## src/rtl/sga_move_sequencer.sv

```systemverilog
// Move sequencer for the Snake Game Arcade datapath: shift body, write head, check, grow, render.
// Optional feature macro: SGA_SELF_COLLISION_EN (define to make SHIFT_RD honour self_collision).
module sga_move_sequencer #(
    parameter int unsigned APPLE_RETRY_MAX = 63
) (
    input  logic       clock,
    input  logic       restart,
    input  logic       step,
    input  logic       end_move,
    input  logic       render_finish,
    input  logic       self_collision,
    input  logic       wall_collision,
    input  logic       comeu_maca,
    input  logic       maca_na_cobra,
    output logic       busy,
    output logic       done,
    output logic       collided,
    output logic       ate,
    output logic       load_ram,
    output logic       counter_ram,
    output logic       we_ram,
    output logic       mux_ram,
    output logic       mux_ram_addres,
    output logic       mux_ram_render,
    output logic       register_head,
    output logic       count_size,
    output logic       register_apple,
    output logic       render_clr,
    output logic       render_count,
    output logic [3:0] db_estado
);

    typedef enum logic [3:0] {
        S_IDLE       = 4'd0,
        S_HEAD       = 4'd1,
        S_LOAD       = 4'd2,
        S_SHIFT_RD   = 4'd3,
        S_SHIFT_WR   = 4'd4,
        S_CHECK      = 4'd5,
        S_WRITE_HEAD = 4'd6,
        S_GROW       = 4'd7,
        S_APPLE      = 4'd8,
        S_RENDER_CLR = 4'd9,
        S_RENDER     = 4'd10,
        S_FIN        = 4'd11
    } state_t;

`ifdef SGA_SELF_COLLISION_EN
    localparam logic SC_EN = 1'b1;
`else
    localparam logic SC_EN = 1'b0;
`endif

    localparam logic [7:0] RETRY_MAX = APPLE_RETRY_MAX[7:0];

    state_t     state_q, state_d;
    logic [7:0] retry_q, retry_d;
    logic       collided_q, collided_d;
    logic       ate_q, ate_d;
    logic       sc_hit;

    // Outputs are registered from the decode of the next state so they line up with state_q.
    logic busy_q, busy_d;
    logic done_q, done_d;
    logic load_ram_q, load_ram_d;
    logic counter_ram_q, counter_ram_d;
    logic we_ram_q, we_ram_d;
    logic mux_ram_q, mux_ram_d;
    logic mux_addr_q, mux_addr_d;
    logic mux_render_q, mux_render_d;
    logic reg_head_q, reg_head_d;
    logic count_size_q, count_size_d;
    logic reg_apple_q, reg_apple_d;
    logic render_clr_q, render_clr_d;
    logic render_count_q, render_count_d;

    // A hit on the head's own cell (end_move=1) is the head itself, not a collision.
    assign sc_hit = SC_EN & self_collision & ~end_move;

    always_comb begin
        state_d    = state_q;
        retry_d    = retry_q;
        collided_d = collided_q;
        ate_d      = ate_q;
        case (state_q)
            S_IDLE: begin
                if (step) begin
                    collided_d = 1'b0;
                    ate_d      = 1'b0;
                    state_d    = S_HEAD;
                end
            end
            S_HEAD:     state_d = S_LOAD;
            S_LOAD:     state_d = S_SHIFT_RD;
            S_SHIFT_RD: begin
                if (sc_hit) begin
                    collided_d = 1'b1;
                    state_d    = S_FIN;
                end else if (end_move) begin
                    state_d = S_CHECK;
                end else begin
                    state_d = S_SHIFT_WR;
                end
            end
            S_SHIFT_WR: state_d = S_SHIFT_RD;
            S_CHECK: begin
                if (wall_collision) begin
                    collided_d = 1'b1;
                    state_d    = S_FIN;
                end else begin
                    if (comeu_maca) begin
                        ate_d = 1'b1;
                    end
                    state_d = S_WRITE_HEAD;
                end
            end
            S_WRITE_HEAD: state_d = ate_q ? S_GROW : S_RENDER_CLR;
            S_GROW: begin
                retry_d = 8'd0;
                state_d = S_APPLE;
            end
            S_APPLE: begin
                retry_d = retry_q + 8'd1;
                state_d = S_RENDER_CLR;
            end
            S_RENDER_CLR: state_d = S_RENDER;
            S_RENDER: begin
                // Once retries run out the apple is accepted where it lies.
                if (maca_na_cobra && ate_q && (retry_q < RETRY_MAX)) begin
                    state_d = S_APPLE;
                end else if (render_finish) begin
                    state_d = S_FIN;
                end
            end
            S_FIN:   state_d = S_IDLE;
            default: state_d = S_IDLE;
        endcase
    end

    always_comb begin
        busy_d         = 1'b1;
        done_d         = 1'b0;
        load_ram_d     = 1'b0;
        counter_ram_d  = 1'b0;
        we_ram_d       = 1'b0;
        mux_ram_d      = 1'b0;
        mux_addr_d     = 1'b0;
        mux_render_d   = 1'b0;
        reg_head_d     = 1'b0;
        count_size_d   = 1'b0;
        reg_apple_d    = 1'b0;
        render_clr_d   = 1'b0;
        render_count_d = 1'b0;
        case (state_d)
            S_IDLE: begin
                busy_d       = 1'b0;
                render_clr_d = 1'b1;
            end
            S_HEAD: reg_head_d = 1'b1;
            S_LOAD: begin
                load_ram_d   = 1'b1;
                mux_render_d = 1'b1;
            end
            S_SHIFT_RD: mux_render_d = 1'b1;
            S_SHIFT_WR: begin
                we_ram_d      = 1'b1;
                mux_ram_d     = 1'b1;
                mux_addr_d    = 1'b1;
                mux_render_d  = 1'b1;
                counter_ram_d = 1'b1;
            end
            S_CHECK:      mux_render_d = 1'b1;
            S_WRITE_HEAD: begin
                we_ram_d     = 1'b1;
                mux_render_d = 1'b1;
            end
            S_GROW:       count_size_d   = 1'b1;
            S_APPLE:      reg_apple_d    = 1'b1;
            S_RENDER_CLR: render_clr_d   = 1'b1;
            S_RENDER:     render_count_d = 1'b1;
            S_FIN:        done_d         = 1'b1;
            default: ;
        endcase
    end

    always_ff @(posedge clock or posedge restart) begin
        if (restart) begin
            state_q        <= S_IDLE;
            retry_q        <= 8'd0;
            collided_q     <= 1'b0;
            ate_q          <= 1'b0;
            busy_q         <= 1'b0;
            done_q         <= 1'b0;
            load_ram_q     <= 1'b0;
            counter_ram_q  <= 1'b0;
            we_ram_q       <= 1'b0;
            mux_ram_q      <= 1'b0;
            mux_addr_q     <= 1'b0;
            mux_render_q   <= 1'b0;
            reg_head_q     <= 1'b0;
            count_size_q   <= 1'b0;
            reg_apple_q    <= 1'b0;
            render_clr_q   <= 1'b0;
            render_count_q <= 1'b0;
        end else begin
            state_q        <= state_d;
            retry_q        <= retry_d;
            collided_q     <= collided_d;
            ate_q          <= ate_d;
            busy_q         <= busy_d;
            done_q         <= done_d;
            load_ram_q     <= load_ram_d;
            counter_ram_q  <= counter_ram_d;
            we_ram_q       <= we_ram_d;
            mux_ram_q      <= mux_ram_d;
            mux_addr_q     <= mux_addr_d;
            mux_render_q   <= mux_render_d;
            reg_head_q     <= reg_head_d;
            count_size_q   <= count_size_d;
            reg_apple_q    <= reg_apple_d;
            render_clr_q   <= render_clr_d;
            render_count_q <= render_count_d;
        end
    end

    assign busy           = busy_q;
    assign done           = done_q;
    assign collided       = collided_q;
    assign ate            = ate_q;
    assign load_ram       = load_ram_q;
    assign counter_ram    = counter_ram_q;
    assign we_ram         = we_ram_q;
    assign mux_ram        = mux_ram_q;
    assign mux_ram_addres = mux_addr_q;
    assign mux_ram_render = mux_render_q;
    assign register_head  = reg_head_q;
    assign count_size     = count_size_q;
    assign register_apple = reg_apple_q;
    assign render_clr     = render_clr_q;
    assign render_count   = render_count_q;
    assign db_estado      = state_q;

endmodule

```

## config.mk

```make
export PLATFORM = sky130hd
export DESIGN_NAME = sga_move_sequencer
export DESIGN_NICKNAME = d
export VERILOG_FILES = /design/src/rtl/sga_move_sequencer.sv
export SDC_FILE = /design/constraint.sdc
export NUM_CORES = 1
export LEC_CHECK = 0
export CORE_ASPECT_RATIO = 0.7
export CORE_UTILIZATION = 53
export CTS_CLUSTER_SIZE = 14
export DETAILED_ROUTE_END_ITERATION = 8
export PLACE_DENSITY_LB_ADDON = 0.2
export SLEW_MARGIN = 20
export SYNTH_ARGS = -nofsm -noshare
export SYNTH_HDL_FRONTEND = slang
export SYNTH_SLANG_ARGS = --single-unit
export TNS_END_PERCENT = 10
```

## constraint.sdc

```tcl
create_clock -name clock -period 5.3 [get_ports clock]
set_input_delay 1.06 -clock clock [delete_from_list [all_inputs] [get_ports clock]]
set_output_delay 1.06 -clock clock [all_outputs]
set_load 0.02 [all_outputs]
```

==> reports/results.txt, run 1 <==
Pleak: 0.641 nW
PortBufs: 26
area leader, netlist: dfrtp_1
Iter 0 DRT Violations: 26
CTS hold repair buffers: 0
Final GP Congestion: 0.764
layout cell share with drive strength beyond 1: 0.0966
placed instance area: 1510 sq um
R2R setup slack: 3210 ps
Tmin final: 2840 ps
Rows: 14
synth unique cells: 44
WS Path Type: flop to output port
register area share after synthesis: 0.495
final hold vios: 0
Syn Area/Cell: 10.3 sq um
reg2reg path depth: 5
clock slew at reported path FFs: 130 ps
Mapped Cells: 123
pin count of the biggest net entering global routing: 26
crit path cell chain: clkdlybuf4s50_1
Via density: 5.60
post-route ant nets: 0
drt pass-1 iters: 4
Main synth FF type: dfrtp_1
CP bufs+invs: 1
GRT Util Overall: 0.228
Critical Path RT: 4240 ps
setup_tns: 0 ps
VDD IR max: 0.333 mV
Die Width: 60.4 um
pwr dens: 552 nW/um^2
Least-Margin Pin Slew: 925 ps
Max Slew Vio Count: 0
maximum capacitance violations: 0
# diodes: 0
Largest Register: retry_q
Post-synth EDFFs: 0
aggregate global routing overflow: 0
HP Class: flop to flop
Largest register FFs: 8
vias in the first global route: 986
# nets final: 156
H-tree depth: 1
RR Endpoint: busy
DPL Wire Length: 1860 um
Crit-path slowest cell: dfrtp_1
clk buf depth: 2
Startpoint Class: flop
first-pass GRT wire length: 4310 um
Final setup viols: 0
RSZ-0062 raised after global routing: no
Worst R2R Start: db_estado[1]
period utilization: 0.536
Starting Density: 0.573
Post-Syn Area: 1260 sq um
CP top delay family: flip-flops
CTS tree: done
critical-path maximum fanout: 18
status: completed
DRC Markers: 0
clk_lat worst skew: 310 ps
Rel. slew slack: 0.383
Num CTS Buffers: 3
I/O pin count: 28
setup bufs post-CTS: 0
Routed wire per std cell: 14.5 um
via count of the routed design: 992
share of the synthesized area in the top cell type: 0.495
post-cts resize count: 0
final clock skew: 4.18 ps
Area Overhead vs Synth: 21.1%
antenna violations before repair: 0
async set-reset flop share out of synthesis: 1.00
Root Buffer: clkbuf_4
delay of the slowest critical-path stage: 750 ps
synth warn: 0
hold endpoint: retry_q[7]
Area contributors post-synth: dfrtp_1 49%, nand2_1 3.3%, nand3_1 3.2%
Core ar.: 2210 sq um
Post-Syn Nets: 133
CTS Sinks: 25
final instance area: 1530 sq um
Worst EP arrival: 1780 ps
Critical Path End Type: output port
HP Start: retry_q[7]
die height: 42.9 um
hold depth: 1
Synth Register Bits: 25
Max Fclk: 352 MHz
die area: 2590 sq um
WP depth: 1
Hold Slack: 506 ps
drt total wl: 2560 um
## cell families after synthesis
family                   share of synthesized area
flip-flops                                   0.495
AO/OA/AOI/OAI                                0.163
AND/OR/NAND/NOR                              0.256
adder cells (fa/ha/maj)                    0.00989
multiplexers                               0.00791
buffers and inverters                       0.0682
## area by class of cell
class                   instances  area [sq um]
flip-flops and latches         25           626
well taps                      32          40.0
fillers                       178           676
inverters                       7          26.3
multi-input cells              83           553
clock buffers                   4          26.3
repair buffers                 26           260
## metrics by stage
| stage | std cells | worst slack (ps) | util | power (mW) |
|---|---|---|---|---|
| 2_1_floorplan | 123 | 3070 | - | 0.621 |
| 3_3_place_gp | 173 | 2460 | 0.682 | 0.748 |
| 3_5_place_dp | 173 | 2420 | 0.682 | 0.762 |
| 4_1_cts | 177 | 2450 | 0.694 | 0.847 |
| 5_1_grt | 177 | 2370 | 0.694 | 0.900 |
| 6_report | 177 | 2460 | 0.694 | 0.845 |
## cell usage after synthesis (2+ instances only)
| cell type | count |
|---|---|
| dfrtp_1 | 25 |
| nand2_1 | 11 |
| nand3_1 | 8 |
| nor2_1 | 8 |
| inv_1 | 7 |
| o21ai_0 | 5 |
| o21ai_1 | 5 |
| nor3_1 | 4 |
| and2_1 | 3 |
| buf_2 | 3 |
| buf_4 | 3 |
| nand4_1 | 3 |
| nor2b_1 | 3 |
| a21oi_1 | 2 |
| buf_6 | 2 |
| nand2b_1 | 2 |
| nor3b_1 | 2 |
## how the worst max path moves through the flow
stage | startpoint | endpoint | slack [ps]
floorplan | step | render_clr | 3070
global placement | step | mux_ram_render | 2460
detailed placement | maca_na_cobra | busy | 2420
CTS | db_estado[1] | db_estado[1] | 2450
global route | db_estado[1] | db_estado[1] | 2370
finish | db_estado[1] | db_estado[1] | 2460
## per-layer routing
| layer | up-vias | track usage | part of all wire |
|---|---|---|---|
| met5 | - | 0 | 0 |
| met4 | 0 | 0.0419 | 0.0051 |
| met3 | 2 | 0.0610 | 0.066 |
| met2 | 36 | 0.360 | 0.44 |
| met1 | 474 | 0.316 | 0.49 |
| li1 | 480 | - | - |
## worst register-to-register path: stages (launching register included)
cell	delay (ps)
dfrtp_1	750
or4b_4	340
o21ai_4	80
a311oi_4	370
nand4_1	200
or2_1	250
## report_power, final
part / internal [mW] / switching, mW
Combinational: 0.196 / 0.232
Sequential: 0.249 / 0.0851
Clock: 0.0294 / 0.0534
Total: 0.475 / 0.371
## layout by cell type, fill, tap and decap left out, types with 2 or more instances in the layout
cell type	n
o21ai_1	5
nor3b_1	2
dfrtp_1	25
clkdlybuf4s50_1	26
nor2b_1	3
clkbuf_4	3
nand3_1	8
and2_1	3
nor2_1	8
nand4_1	3
nand2_1	11
o21ai_0	5
nor3_1	4
nand2b_1	2
a21oi_1	2
inv_1	7
Power figures use the tool's default switching activity.
==> run 2: changes to the inputs <==
- CORE_UTILIZATION: 53 -> 49
- clock period: 5.3 -> 2.8 ns (I/O delays scaled with it)
==> run 2 against run 1 <==
  * Wire length up 2.8%
  * Non-clock buffer count up 2
  * Worst hold slack worse by 21 ps
  * Critical endpoint is now db_estado[2]
  * Critical path depth unchanged
  * Power up 98%
  * Sequential power up 79%
  * First-iteration DRC count up 58%
  * Die area up 7.8%
  * Clock-buffer cell count down 1
  * Highest routed layer unchanged
==> reports/results.txt, run 2 (synthesis results as in run 1) <==
status: completed
Rows: 14 (unchanged)
cell internal pwr: 955 uW (+100%)
Area Overhead vs Synth: 24.0%
clk buf depth: 2 (unchanged)
R2R setup slack: 770 ps (-2440 ps)
Worst EP arrival: 1640 ps (-140 ps)
CTS tree: done
Fill cells: 178 (unchanged)
HP Start: retry_q[7]
clock slew at reported path FFs: 80 ps (-50 ps)
via count of the routed design: 1,002 (+1.0%)
Core ar.: 2290 sq um (+4.0%)
Least-Margin Pin Slew: 495 ps (-430 ps)
vias in the first global route: 954 (-3.2%)
Crit-path slowest cell: clkdlybuf4s50_1
Startpoint Class: flop
VDD IR max: 0.674 mV (+100%)
clock network power share: 0.132 (+0.034)
setup_tns: 0 ps (unchanged)
I/O pin count: 28 (unchanged)
setup bufs post-CTS: 0 (unchanged)
Worst R2R Start: retry_q[0]
post-place setup slack: 404 ps (-2020 ps)
hold endpoint: retry_q[7]
Largest Register: retry_q
PortBufs: 26 (unchanged)
sequential share of power: 0.357 (-0.038)
Rel. slew slack: 0.670 (+0.287)
Final GP Congestion: 0.775 (+1.4%)
drt total wl: 2640 um (+2.8%)
Max Slew Vio Count: 0 (unchanged)
Hold Slack: 485 ps (-21.3 ps)
antenna violations before repair: 0 (unchanged)
first-pass GRT wire length: 4450 um (+3.2%)
Iter 0 DRT Violations: 41 (+58%)
Reg area: 626 sq um (unchanged)
# nets final: 158 (+1.3%)
HP Class: flop to flop
layout cell share with drive strength beyond 1: 0.116 (+0.0191)
die height: 44.5 um (+3.8%)
RSZ-0062 raised after global routing: no
Multi-input gate area: 553 sq um (unchanged)
Pleak: 0.657 nW (+2.6%)
reg2reg path depth: 6 (+1)
Max Fclk: 454 MHz
Critical Path End Type: output port
die area: 2790 sq um (+7.8%)
crit path cell chain: clkdlybuf4s50_1
Num CTS Buffers: 3 (unchanged)
Via density: 5.60 (-0.12%)
Routed wire per std cell: 14.7 um (+1.7%)
Root Buffer: clkbuf_8
commonest non-fill, non-tap cell in the layout: clkdlybuf4s50_1
# diodes: 0 (unchanged)
post-cts resize count: 0 (unchanged)
Final setup viols: 0 (unchanged)
drt pass-1 iters: 4 (unchanged)
Sw Share: 0.431 (-0.00820)
commonest non-fill, non-tap cells in the layout: 26 x clkdlybuf4s50_1, 25 x dfrtp_1, 11 x nand2_1
CP top delay family: buffers and inverters
WS Path Type: flop to output port
Critical Path RT: 2240 ps (-2000 ps)
DPL Wire Length: 1910 um (+3.0%)
RR Endpoint: mux_ram_render
total power: 1.68 mW (+98%)
final clock skew: 6.13 ps (+1.95 ps)
Tmin final: 2200 ps
Comb power frac: 0.511 (+0.004)
period utilization: 0.787
H-tree depth: 1 (unchanged)
final hold vios: 0 (unchanged)
worst setup margin: 595 ps (-1860 ps)
clk_lat worst skew: 280 ps (-30 ps)
CP bufs+invs: 1 (unchanged)
CTS hold repair buffers: 0 (unchanged)
critical-path maximum fanout: 17 (-1)
GRT Util Overall: 0.221 (-0.00646)
post-route ant nets: 0 (unchanged)
pwr dens: 1070 nW/um^2 (+94%)
hold depth: 1 (unchanged)
Starting Density: 0.551 (-0.0219)
delay of the slowest critical-path stage: 710 ps (-40 ps)
pin count of the biggest net entering global routing: 26 (unchanged)
CTS Sinks: 25 (unchanged)
switching pwr: 722 uW (+95%)
Die Width: 62.7 um (+3.9%)
DRC Markers: 0 (unchanged)
maximum capacitance violations: 0 (unchanged)
aggregate global routing overflow: 0 (unchanged)
Largest register FFs: 8 (unchanged)
run 2: routing by layer:
| layer | GRT usage | vias to the layer above | part of all wire |
|---|---|---|---|
| met3 | 0.0644 | 5 | 0.058 |
| met1 | 0.280 | 479 | 0.47 |
| met2 | 0.346 | 32 | 0.45 |
| met5 | 0 | - | 0 |
| li1 | - | 486 | - |
| met4 | 0.130 | 0 | 0.019 |
run 2: through the flow:
stage / cells / area (sq um) / util
6_report: 179 / 1570 / 0.684
5_1_grt: 179 / 1570 / 0.684
4_1_cts: 179 / 1570 / 0.684
3_5_place_dp: 175 / 1520 / 0.662
3_3_place_gp: 175 / 1520 / 0.662
2_1_floorplan: 123 / 1260 / -
run 2: area by class of cell:
cell class,instances,area share
Clock inverter,1,0.00478
Multi-Input combinational cell,83,0.352
Timing Repair Buffer,28,0.175
Tap cell,32,0.0255
Inverter,7,0.0167
Sequential cell,25,0.399
Clock buffer,3,0.0263
run 2: worst max path at each step:
stage / start / end / slack [ps] / depth (start not counted)
3_3_place_gp: step / mux_ram_render / 470 / 6
6_report: db_estado[2] / db_estado[2] / 600 / 1
4_1_cts: db_estado[2] / db_estado[2] / 600 / 1
3_5_place_dp: maca_na_cobra / busy / 400 / 6
5_1_grt: db_estado[2] / db_estado[2] / 500 / 1
2_1_floorplan: db_estado[1] / retry_q[7] / 970 / 7
run 2: power by group through the flow:
| stage | combinational, mW | clock [mW] | sequential, mW |
|---|---|---|---|
| 5_1_grt | 0.923 | 0.236 | 0.618 |
| 3_3_place_gp | 0.836 | 0 | 0.594 |
| 3_5_place_dp | 0.855 | 0 | 0.604 |
| 2_1_floorplan | 0.509 | 0 | 0.667 |
| 4_1_cts | 0.860 | 0.229 | 0.596 |
| 6_report | 0.857 | 0.221 | 0.599 |
